`src/rtl/dma_peripheral_requester_pkg.sv`:
```
`default_nettype none
// +----------------------------------------------------------------------+
// | dma_peripheral_requester_pkg                                         |
// | Shared states and direction encodings for the DMA peripheral end.    |
// | Revision: 1.0                                                        |
// +----------------------------------------------------------------------+
package dma_peripheral_requester_pkg;

  typedef enum logic [1:0] {
    IDLE = 2'd0,
    REQ  = 2'd1,
    XFER = 2'd2,
    HOLD = 2'd3
  } periphState_t;

  localparam logic DIR_IO2MEM = 1'b0;
  localparam logic DIR_MEM2IO = 1'b1;

endpackage
`default_nettype wire

```
`src/rtl/dma_peripheral_requester_fifo.sv`:
```
`default_nettype none
// +----------------------------------------------------------------------+
// | dma_peripheral_requester_fifo                                        |
// | DEPTH x DW synchronous FIFO with simultaneous push/pop.              |
// | Revision: 1.0                                                        |
// +----------------------------------------------------------------------+
module dma_peripheral_requester_fifo #(
  parameter  int DEPTH = 8,
  parameter  int DW    = 8,
  localparam int AW    = $clog2(DEPTH),
  localparam int CW    = AW + 1
) (
  input  logic          CLK,
  input  logic          RESET,
  input  logic          push_i,
  input  logic [DW-1:0] pushData_i,
  input  logic          pop_i,
  output logic [DW-1:0] head_o,
  output logic          full_o,
  output logic          empty_o,
  output logic [CW-1:0] count_o
);

  localparam logic [AW-1:0] c_PTR_ONE = AW'(1);
  localparam logic [CW-1:0] c_CNT_ONE = CW'(1);
  localparam logic [CW-1:0] c_CNT_MAX = CW'(DEPTH);

  logic [DW-1:0] mem_q [DEPTH];
  logic [AW-1:0] wrPtr_q, wrPtr_d;
  logic [AW-1:0] rdPtr_q, rdPtr_d;
  logic [CW-1:0] count_q, count_d;
  logic          w_doPush;
  logic          w_doPop;

  assign full_o   = (count_q == c_CNT_MAX);
  assign empty_o  = (count_q == '0);
  assign count_o  = count_q;
  assign head_o   = mem_q[rdPtr_q];
  assign w_doPush = push_i & ~full_o;
  assign w_doPop  = pop_i & ~empty_o;

  // Pointers are exactly AW bits wide, so DEPTH being a power of two makes them wrap for free.
  always_comb begin
    wrPtr_d = w_doPush ? wrPtr_q + c_PTR_ONE : wrPtr_q;
    rdPtr_d = w_doPop ? rdPtr_q + c_PTR_ONE : rdPtr_q;
    count_d = count_q;
    if (w_doPush && !w_doPop) begin
      count_d = count_q + c_CNT_ONE;
    end else if (!w_doPush && w_doPop) begin
      count_d = count_q - c_CNT_ONE;
    end
  end

  always_ff @(posedge CLK) begin
    if (RESET) begin
      wrPtr_q <= '0;
      rdPtr_q <= '0;
      count_q <= '0;
    end else begin
      wrPtr_q <= wrPtr_d;
      rdPtr_q <= rdPtr_d;
      count_q <= count_d;
    end
  end

  always_ff @(posedge CLK) begin
    if (w_doPush) begin
      mem_q[wrPtr_q] <= pushData_i;
    end
  end

endmodule
`default_nettype wire

```
`src/rtl/dma_peripheral_requester.sv`:
```
`default_nettype none
// +----------------------------------------------------------------------+
// | dma_peripheral_requester                                             |
// | Peripheral side of the DREQ/DACK/EOP handshake for one DMA channel.  |
// | Revision: 1.0                                                        |
// +----------------------------------------------------------------------+
module dma_peripheral_requester
  import dma_peripheral_requester_pkg::*;
#(
  parameter int DEPTH     = 8,
  parameter int DW        = 8,
  parameter int THRESHOLD = 1
) (
  input  logic          CLK,
  input  logic          RESET,
  input  logic          enable,
  input  logic          dir,
  input  logic          demandMode,
  output logic          DREQ,
  input  logic          DACK,
  input  logic          EOP_N,
  input  logic          IOR_N,
  input  logic          IOW_N,
  input  logic [DW-1:0] DB_IN,
  output logic [DW-1:0] DB_OUT,
  output logic          DB_OE,
  input  logic          pushValid,
  input  logic [DW-1:0] pushData,
  output logic          pushReady,
  output logic          popValid,
  output logic [DW-1:0] popData,
  input  logic          popReady,
  output logic          tcFlag,
  output logic          errFlag,
  input  logic          clrFlags
);

  localparam int            CW          = $clog2(DEPTH) + 1;
  localparam logic [CW-1:0] c_DEPTH_CNT = CW'(DEPTH);
  localparam logic [CW-1:0] c_THRESH    = CW'(THRESHOLD);
  localparam logic [CW-1:0] c_CNT_ONE   = CW'(1);

  periphState_t  state_q, state_d;
  logic          tc_q, tc_d;
  logic          err_q, err_d;
  logic          rdLow_q, wrLow_q;
  logic [DW-1:0] dbIn_q, dbIn_d;
  logic [DW-1:0] dbOut_q, dbOut_d;

  logic [DW-1:0] w_head;
  logic [DW-1:0] w_headOut;
  logic [DW-1:0] w_fifoData;
  logic [CW-1:0] w_count;
  logic [CW-1:0] w_cntNext;
  logic          w_full, w_empty;
  logic          w_rdDone, w_wrDone, w_xferDone;
  logic          w_localPush, w_localPop, w_dmaPush, w_dmaPop;
  logic          w_fifoPush, w_fifoPop;
  logic          w_ready, w_readyNext, w_eop;

  dma_peripheral_requester_fifo #(
    .DEPTH (DEPTH),
    .DW    (DW)
  ) u_fifo (
    .CLK        (CLK),
    .RESET      (RESET),
    .push_i     (w_fifoPush),
    .pushData_i (w_fifoData),
    .pop_i      (w_fifoPop),
    .head_o     (w_head),
    .full_o     (w_full),
    .empty_o    (w_empty),
    .count_o    (w_count)
  );

  // A strobe completes on its rising edge, and only if DACK was present while it was low.
  assign w_rdDone   = (dir == DIR_IO2MEM) & rdLow_q & IOR_N;
  assign w_wrDone   = (dir == DIR_MEM2IO) & wrLow_q & IOW_N;
  assign w_xferDone = (dir == DIR_IO2MEM) ? w_rdDone : w_wrDone;
  assign w_eop      = ~EOP_N & DACK;

  assign w_localPush = pushValid & ~w_full & (dir == DIR_IO2MEM);
  assign w_localPop  = popReady & ~w_empty & (dir == DIR_MEM2IO);
  assign w_dmaPush   = w_wrDone & ~w_full;
  assign w_dmaPop    = w_rdDone & ~w_empty;
  assign w_fifoPush  = w_localPush | w_dmaPush;
  assign w_fifoPop   = w_localPop | w_dmaPop;
  assign w_fifoData  = (dir == DIR_MEM2IO) ? dbIn_q : pushData;
  assign w_cntNext   = w_count + (w_fifoPush ? c_CNT_ONE : '0) - (w_fifoPop ? c_CNT_ONE : '0);

  assign w_ready     = (dir == DIR_IO2MEM) ? (w_count >= c_THRESH)
                                           : ((c_DEPTH_CNT - w_count) >= c_THRESH);
  assign w_readyNext = (dir == DIR_IO2MEM) ? (w_cntNext >= c_THRESH)
                                           : ((c_DEPTH_CNT - w_cntNext) >= c_THRESH);

  assign w_headOut = w_empty ? {DW{1'b1}} : w_head;
  assign DB_OE     = DACK & ~IOR_N & (dir == DIR_IO2MEM);
  assign DB_OUT    = DB_OE ? w_headOut : dbOut_q;
  assign DREQ      = (state_q == REQ) || (state_q == XFER);
  assign pushReady = ~w_full;
  assign popValid  = ~w_empty;
  assign popData   = w_head;
  assign tcFlag    = tc_q;
  assign errFlag   = err_q;

  always_comb begin
    state_d = state_q;
    case (state_q)
      IDLE: if (enable && w_ready && !tc_q) state_d = REQ;
      REQ: begin
        if (!enable)   state_d = IDLE;
        else if (DACK) state_d = XFER;
      end
      XFER: begin
        if (!enable)                       state_d = HOLD;
        else if (w_xferDone && !demandMode) state_d = HOLD;
        else if (demandMode && !w_readyNext) state_d = HOLD;
        else if (!DACK && !w_xferDone)     state_d = REQ;
      end
      HOLD:    state_d = IDLE;
      default: state_d = IDLE;
    endcase
    if (w_eop) state_d = IDLE;
  end

  // Clear first so a coincident set takes priority.
  always_comb begin
    tc_d  = clrFlags ? 1'b0 : tc_q;
    err_d = clrFlags ? 1'b0 : err_q;
    if (w_eop) tc_d = 1'b1;
    if ((w_rdDone && w_empty) || (w_wrDone && w_full)) err_d = 1'b1;
    dbIn_d  = (~IOW_N & DACK) ? DB_IN : dbIn_q;
    dbOut_d = DB_OE ? w_headOut : dbOut_q;
  end

  always_ff @(posedge CLK) begin
    if (RESET) begin
      state_q <= IDLE;
      tc_q    <= 1'b0;
      err_q   <= 1'b0;
      rdLow_q <= 1'b0;
      wrLow_q <= 1'b0;
      dbIn_q  <= '0;
      dbOut_q <= '0;
    end else begin
      state_q <= state_d;
      tc_q    <= tc_d;
      err_q   <= err_d;
      rdLow_q <= ~IOR_N & DACK;
      wrLow_q <= ~IOW_N & DACK;
      dbIn_q  <= dbIn_d;
      dbOut_q <= dbOut_d;
    end
  end

endmodule
`default_nettype wire

```
`config.mk`:
```
export PLATFORM = sky130hd
export DESIGN_NAME = dma_peripheral_requester
export DESIGN_NICKNAME = d
export VERILOG_FILES = /design/src/rtl/dma_peripheral_requester_pkg.sv /design/src/rtl/dma_peripheral_requester_fifo.sv /design/src/rtl/dma_peripheral_requester.sv
export SDC_FILE = /design/constraint.sdc
export NUM_CORES = 1
export LEC_CHECK = 0
export ABC_AREA = 1
export CAP_MARGIN = 5
export CORE_ASPECT_RATIO = 0.75
export CORE_MARGIN = 3
export CORE_UTILIZATION = 25
export DETAILED_ROUTE_END_ITERATION = 7
export PLACE_DENSITY_LB_ADDON = 0.08
export SETUP_SLACK_MARGIN = 0.1
export SYNTH_ARGS = -nofsm -noshare
export SYNTH_HDL_FRONTEND = slang
export SYNTH_SLANG_ARGS = --single-unit
```
`constraint.sdc`:
```
create_clock -name CLK -period 5.7 [get_ports CLK]
set_input_delay 0.855 -clock CLK [delete_from_list [all_inputs] [get_ports CLK]]
set_output_delay 0.855 -clock CLK [all_outputs]
set_load 0.03 [all_outputs]
```
==> results of run 1 <==
synth_stat cells, drive strengths merged:
cell	n	area, um2
o211ai	8	60.1
nand2	61	234
xnor2	1	8.76
buf	12	105
nor2	90	348
clkbuf	2	7.51
ha	19	238
a21oi	19	114
or2	2	12.5
nand3b	1	7.51
inv	52	195
clkinv	1	3.75
nand3	10	65.1
a22oi	8	100
dfxtp	35	701
nor3	3	20.0
o21ai	68	348
a21boi	1	7.51
fa	1	20.0
edfxtp	64	1920
o22ai	1	6.26
and2	8	50.1
critical path, stage by stage:
cell,delay (ns)
clkdlybuf4s50_1,0.72
nor3_2,0.44
inv_2,0.20
nor2_4,0.29
a22oi_2,0.11
clkdlybuf4s50_1,0.62
layer usage:
| metal | share of wire, % | wire [um] | vias up | global-route usage, % |
|---|---|---|---|---|
| li1 | - | - | 1657 | - |
| met1 | 56 | 6400 | 1484 | 18.6 |
| met2 | 39 | 4440 | 71 | 16.8 |
| met3 | 4.4 | 503 | 11 | 3.35 |
| met4 | 1.1 | 129 | 0 | 3.04 |
| met5 | 0 | 0 | - | 0 |
metrics by stage:
step	cells	hold WS [ns]	utilization (%)	power [mW]
floorplan	467	0.433	-	1.21
global placement	746	0.457	29.6	1.40
detailed placement	746	0.455	29.6	1.40
CTS	762	0.467	31.1	1.97
global route	762	0.494	31.1	2.05
finish	762	0.468	31.1	1.94
state kept, by name, indices dropped and copies added (netlist names), named ones only:
| register | count |
|---|---|
| errFlag | 1 |
| rdLow_q | 1 |
| u_fifo.rdPtr_q | 3 |
| state_q | 2 |
| dbOut_q | 8 |
| tcFlag | 1 |
| u_fifo.wrPtr_q | 3 |
| u_fifo.mem_q | 64 |
| wrLow_q | 1 |
| dbIn_q | 8 |
| u_fifo.count_o | 4 |
logic make-up after synthesis:
kind of cell	after synthesis	synth area share [%]
and+or+nand+nor	175	16.1
AOI/OAI and AO/OA	105	13.9
DFF	99	57.3
buffers and inverters	67	6.81
adders and majority gates	20	5.64
xor gates and xnor gates	1	0.192
power breakdown:
group	internal [mW]	switching, mW
clock	0.294	0.268
combinational	0.193	0.348
sequential	0.803	0.0302
total	1.29	0.647
worst max path at each step:
| stage | slack [ns] | to | cells after the start | from |
|---|---|---|---|---|
| 6_report | 1.59 | DB_OUT[4] | 6 | dir |
| 5_1_grt | 1.42 | DB_OUT[3] | 6 | dir |
| 4_1_cts | 1.54 | DB_OUT[3] | 6 | dir |
| 3_5_place_dp | 1.34 | state_q[1] | 17 | dir |
| 3_3_place_gp | 1.51 | state_q[1] | 17 | dir |
| 2_1_floorplan | 2.61 | state_q[1] | 18 | u_fifo.count_o[1] |
area by class of cell:
cell class | count | area [um2]
multi-input combinational | 301 | 1640
timing repair buffer | 51 | 505
inverter | 53 | 199
sequential | 99 | 2620
clock buffer | 9 | 225
clock inverter | 7 | 42.5
tap | 242 | 303
fill | 1850 | 12300
==> qor.txt, run 1 <==
run status: complete, no violations
Final #Nets: 563
peak supply drop: 0.111 mV
Worst Hold Class: flip-flop to flip-flop
RSZ-0062 raised after global routing: no
Worst Hold Depth: 2
worst slew pin tran: 0.890 ns
# setup viols final: 0
Synthesis Warnings: 0
r2r setup slk: 2.34 ns
Slew HR: 40.4%
DP HPWL: 8.29 mm
number of inserted diodes: 0
Worst Path Required: 4.85 ns
post_cts resized: 0
clk buf depth: 2
io pins: 50
Netlist cell types: 35
Critical Path End Type: primary output
DR vias/cell: 4.23
Tcrit/Tclk final: 72.1%
number of global-route vias before repair: 3,196
Die X: 162 um
fin area: 0.00554 mm2
clk root buf: clkbuf_16
clk_skew: 0.00661 ns
Hold Buf Count CTS: 0
H-Tree Depth: 3
WP data arrival: 3.26 ns
Die H: 123 um
num rows: 42
cells after synthesis: 467
synthesized area: 0.00457 mm2
Post-CTS Setup Bufs: 0
syn nets: 515
worst reg2reg endpoint: state_q[1]
worst r2r src: u_fifo.count_o[1]
pre-CTS setup slack: 1.34 ns
Final GP Congestion: 0.768
most common cell after layout, fill and taps aside: nor2_1
CTS tree: done
Final Max Slew Viols: 0
1st-pass router iterations: 5
Final TNS setup: 0 ns
IO buf count: 49
CTS Sinks: 99
mean area per synthesized cell: 9.79 um2
Yosys reg bits: 99
Fin. Hold Viols: 0
initial antenna violation count: 0
Clk Latency, worst-skew pair: 0.35 ns
Max Freq: 243 MHz
hold path startpoint: u_fifo.rdPtr_q[2]
Synth-to-Final Area Change: 21.1%
commonest non-fill, non-tap cells in the layout: 88 x nor2_1, 64 x edfxtp_1, 59 x nand2_1, 49 x inv_1, 49 x clkdlybuf4s50_1
first-pass GRT wire length: 18.3 mm
TritonCTS Buffers: 9
antenna viol nets, final: 0
max cap viols: 0
Post-DP Area: 0.00527 mm2
WHS Endpoint: u_fifo.rdPtr_q[2]
CP startpoint kind: primary input
DRT iter0 DRCs: 163
GRT Resource Usage Total: 12.2%
Final Critical Period: 4.11 ns
Die ar.: 0.0200 mm2
routed len/inst: 15.1 um
part of the Yosys area used for sequential elements: 57.3%
Initial Utilization: 25.7%
crit-path max FO: 15
critical path class: primary input to primary output
Core Area: 0.0178 mm2
LEAKAGE: 2.08 nW
vias: 3,223
FF-to-FF path depth: 18
layout cell share with drive strength beyond 1: 8.08%
total global routing overflow: 0
Routed WL: 11.5 mm
cell area power density: 350 mW/mm2
largest net degree at the start of global routing: 34
post-route setup slack: 1.59 ns
Clock transition at path regs: 0.06 ns
DRC Markers: 0
No activity file was read; power rests on OpenSTA's default activity.
==> run 2, diff against run 1 <==
clock period = 3.8 ns   (was 5.7 ns; I/O delays follow)
==> qor.txt, run 2 (same netlist as run 1, synthesis figures left out) <==
1st-pass router iterations: 4 (-1)
run status: complete, no violations
Worst Path Required: 3.23 ns (-1.62 ns)
most common cell after layout, fill and taps aside: nor2_1
Worst Hold Class: flip-flop to flip-flop
LEAKAGE: 2.14 nW (+3.2%)
# setup viols final: 0 (unchanged)
CP startpoint kind: primary input
DRT iter0 DRCs: 189 (+16%)
max cap viols: 0 (unchanged)
Final TNS setup: 0 ns (unchanged)
hold path startpoint: u_fifo.rdPtr_q[2]
Fin. Hold Viols: 0 (unchanged)
Tcrit/Tclk final: 88.8%
Clk Latency, worst-skew pair: 0.34 ns (about the same)
antenna viol nets, final: 0 (unchanged)
IO buf count: 49 (unchanged)
commonest non-fill, non-tap cells in the layout: 88 x nor2_1, 64 x edfxtp_1, 59 x nand2_1, 49 x inv_1, 49 x clkdlybuf4s50_1
io pins: 50 (unchanged)
peak supply drop: 0.184 mV (+66%)
WP data arrival: 2.80 ns (-0.46 ns)
crit-path max FO: 9 (-6)
routed len/inst: 15.3 um (+1.3%)
Initial Utilization: 25.7% (unchanged)
largest net degree at the start of global routing: 30 (-12%)
number of global-route vias before repair: 3,045 (-4.7%)
layout cell share with drive strength beyond 1: 9.81% (+1.7 points)
GRT Resource Usage Total: 12.3% (+0.12 points)
clk root buf: clkbuf_16
Final Max Slew Viols: 0 (unchanged)
Critical Path End Type: primary output
number of inserted diodes: 0 (unchanged)
DRC Markers: 0 (unchanged)
CTS tree: done
DP HPWL: 8.49 mm (+2.4%)
initial antenna violation count: 0 (unchanged)
Final Critical Period: 3.37 ns
total global routing overflow: 0 (unchanged)
Post-CTS Setup Bufs: 0 (unchanged)
Die H: 123 um (unchanged)
Final GP Congestion: 0.773 (+0.59%)
flip-flop count of the largest register after layout: 64 (unchanged)
worst slew pin tran: 0.871 ns (-0.0188 ns)
clk_skew: 0.00861 ns (+0.00200 ns)
post_cts resized: 0 (unchanged)
Core Area: 0.0178 mm2 (unchanged)
CTS Sinks: 99 (unchanged)
Synth-to-Final Area Change: 23.5%
Max Freq: 296 MHz
Crit-path slowest cell: clkdlybuf4s50_1
Top Registers: u_fifo.mem_q (64), dbIn_q (8), dbOut_q (8)
num rows: 42 (unchanged)
worst r2r src: u_fifo.count_o[0]
vias: 3,240 (+0.53%)
Slew HR: 41.7% (+1.3 points)
CP Cell Sequence: clkdlybuf4s50_1 -> buf_4 -> nor3_2 -> inv_2 -> nor2_4 -> a22oi_2 -> clkdlybuf4s50_1
Hold Buf Count CTS: 0 (unchanged)
Die X: 162 um (unchanged)
largest reg by FF count: u_fifo.mem_q
first-pass GRT wire length: 18.3 mm (+0.42%)
RSZ-0062 raised after global routing: no
H-Tree Depth: 3 (unchanged)
Final #Nets: 573 (+1.8%)
clk buf depth: 2 (unchanged)
slowest stage delay, CP: 0.61 ns (-0.11 ns)
Layout Utilization: 31.7% (+0.62 points)
critical path class: primary input to primary output
Clock transition at path regs: 0.07 ns (about the same)
cell area power density: 529 mW/mm2 (+51%)
TritonCTS Buffers: 9 (unchanged)
Die ar.: 0.0200 mm2 (unchanged)
DR vias/cell: 4.20 (-0.77%)
CP Launch Point: dir
Routed WL: 11.8 mm (+2.6%)
most frequent CP cell: clkdlybuf4s50_1
==> run 2: changes by cell type in the layout (fill, tap and decap cells not counted), sizes merged <==
cell / change
buf: +10
clkinv: -2
clkbuf: +3
inv: -1
==> run 2: cell type report <==
type	count	area [um2]
Clock buffer	12	267
Multi-Input combinational cell	301	1640
Inverter	53	199
Sequential cell	99	2620
Tap cell	242	303
Clock inverter	4	23.8
Fill cell	1833	12200
Timing Repair Buffer	61	593
==> run 2: where the power goes <==
| part | switching (mW) | total [mW] | internal, mW |
|---|---|---|---|
| logic | 0.536 | 0.845 | 0.309 |
| registers | 0.0455 | 1.25 | 1.20 |
| clock network | 0.395 | 0.890 | 0.495 |
| total | 0.977 | 2.98 | 2.01 |
==> run 2: metal layers <==
layer	global-route usage [%]	vias to the layer above	share of wire (%)
li1	-	1672	-
met1	19.2	1487	55
met2	16.4	71	38
met3	3.05	10	5.0
met4	3.52	0	1.3
met5	0	-	0
==> run 2: path summary, 6_finish.rpt <==
check,end,cells after the start,slack (ns)
worst max-delay path,DB_OUT[1],7,0.43
worst min-delay path,flip-flop,2,0.48
worst max register to register,state_q[1],18,0.59
worst min register to register,flip-flop,2,0.48
==> run 2: stage by stage <==
step / std cells / worst slack [ns] / hold slack [ns] / total power [mW] / instance area (um2)
finish: 772 / 0.427 / 0.476 / 2.98 / 5650
global route: 772 / 0.204 / 0.491 / 3.16 / 5650
CTS: 772 / 0.373 / 0.483 / 3.03 / 5650
detailed placement: 756 / 0.355 / 0.469 / 2.13 / 5360
global placement: 756 / 0.406 / 0.454 / 2.13 / 5360
floorplan: 467 / 0.715 / 0.433 / 1.81 / 4570
==> run 2: critical path, delay by kind of cell <==
family                 cells  cell delay [ns]
AND/OR/NAND/NOR            2             0.62
AO/OA/AOI/OAI              1             0.12
buffers and inverters      4             1.49
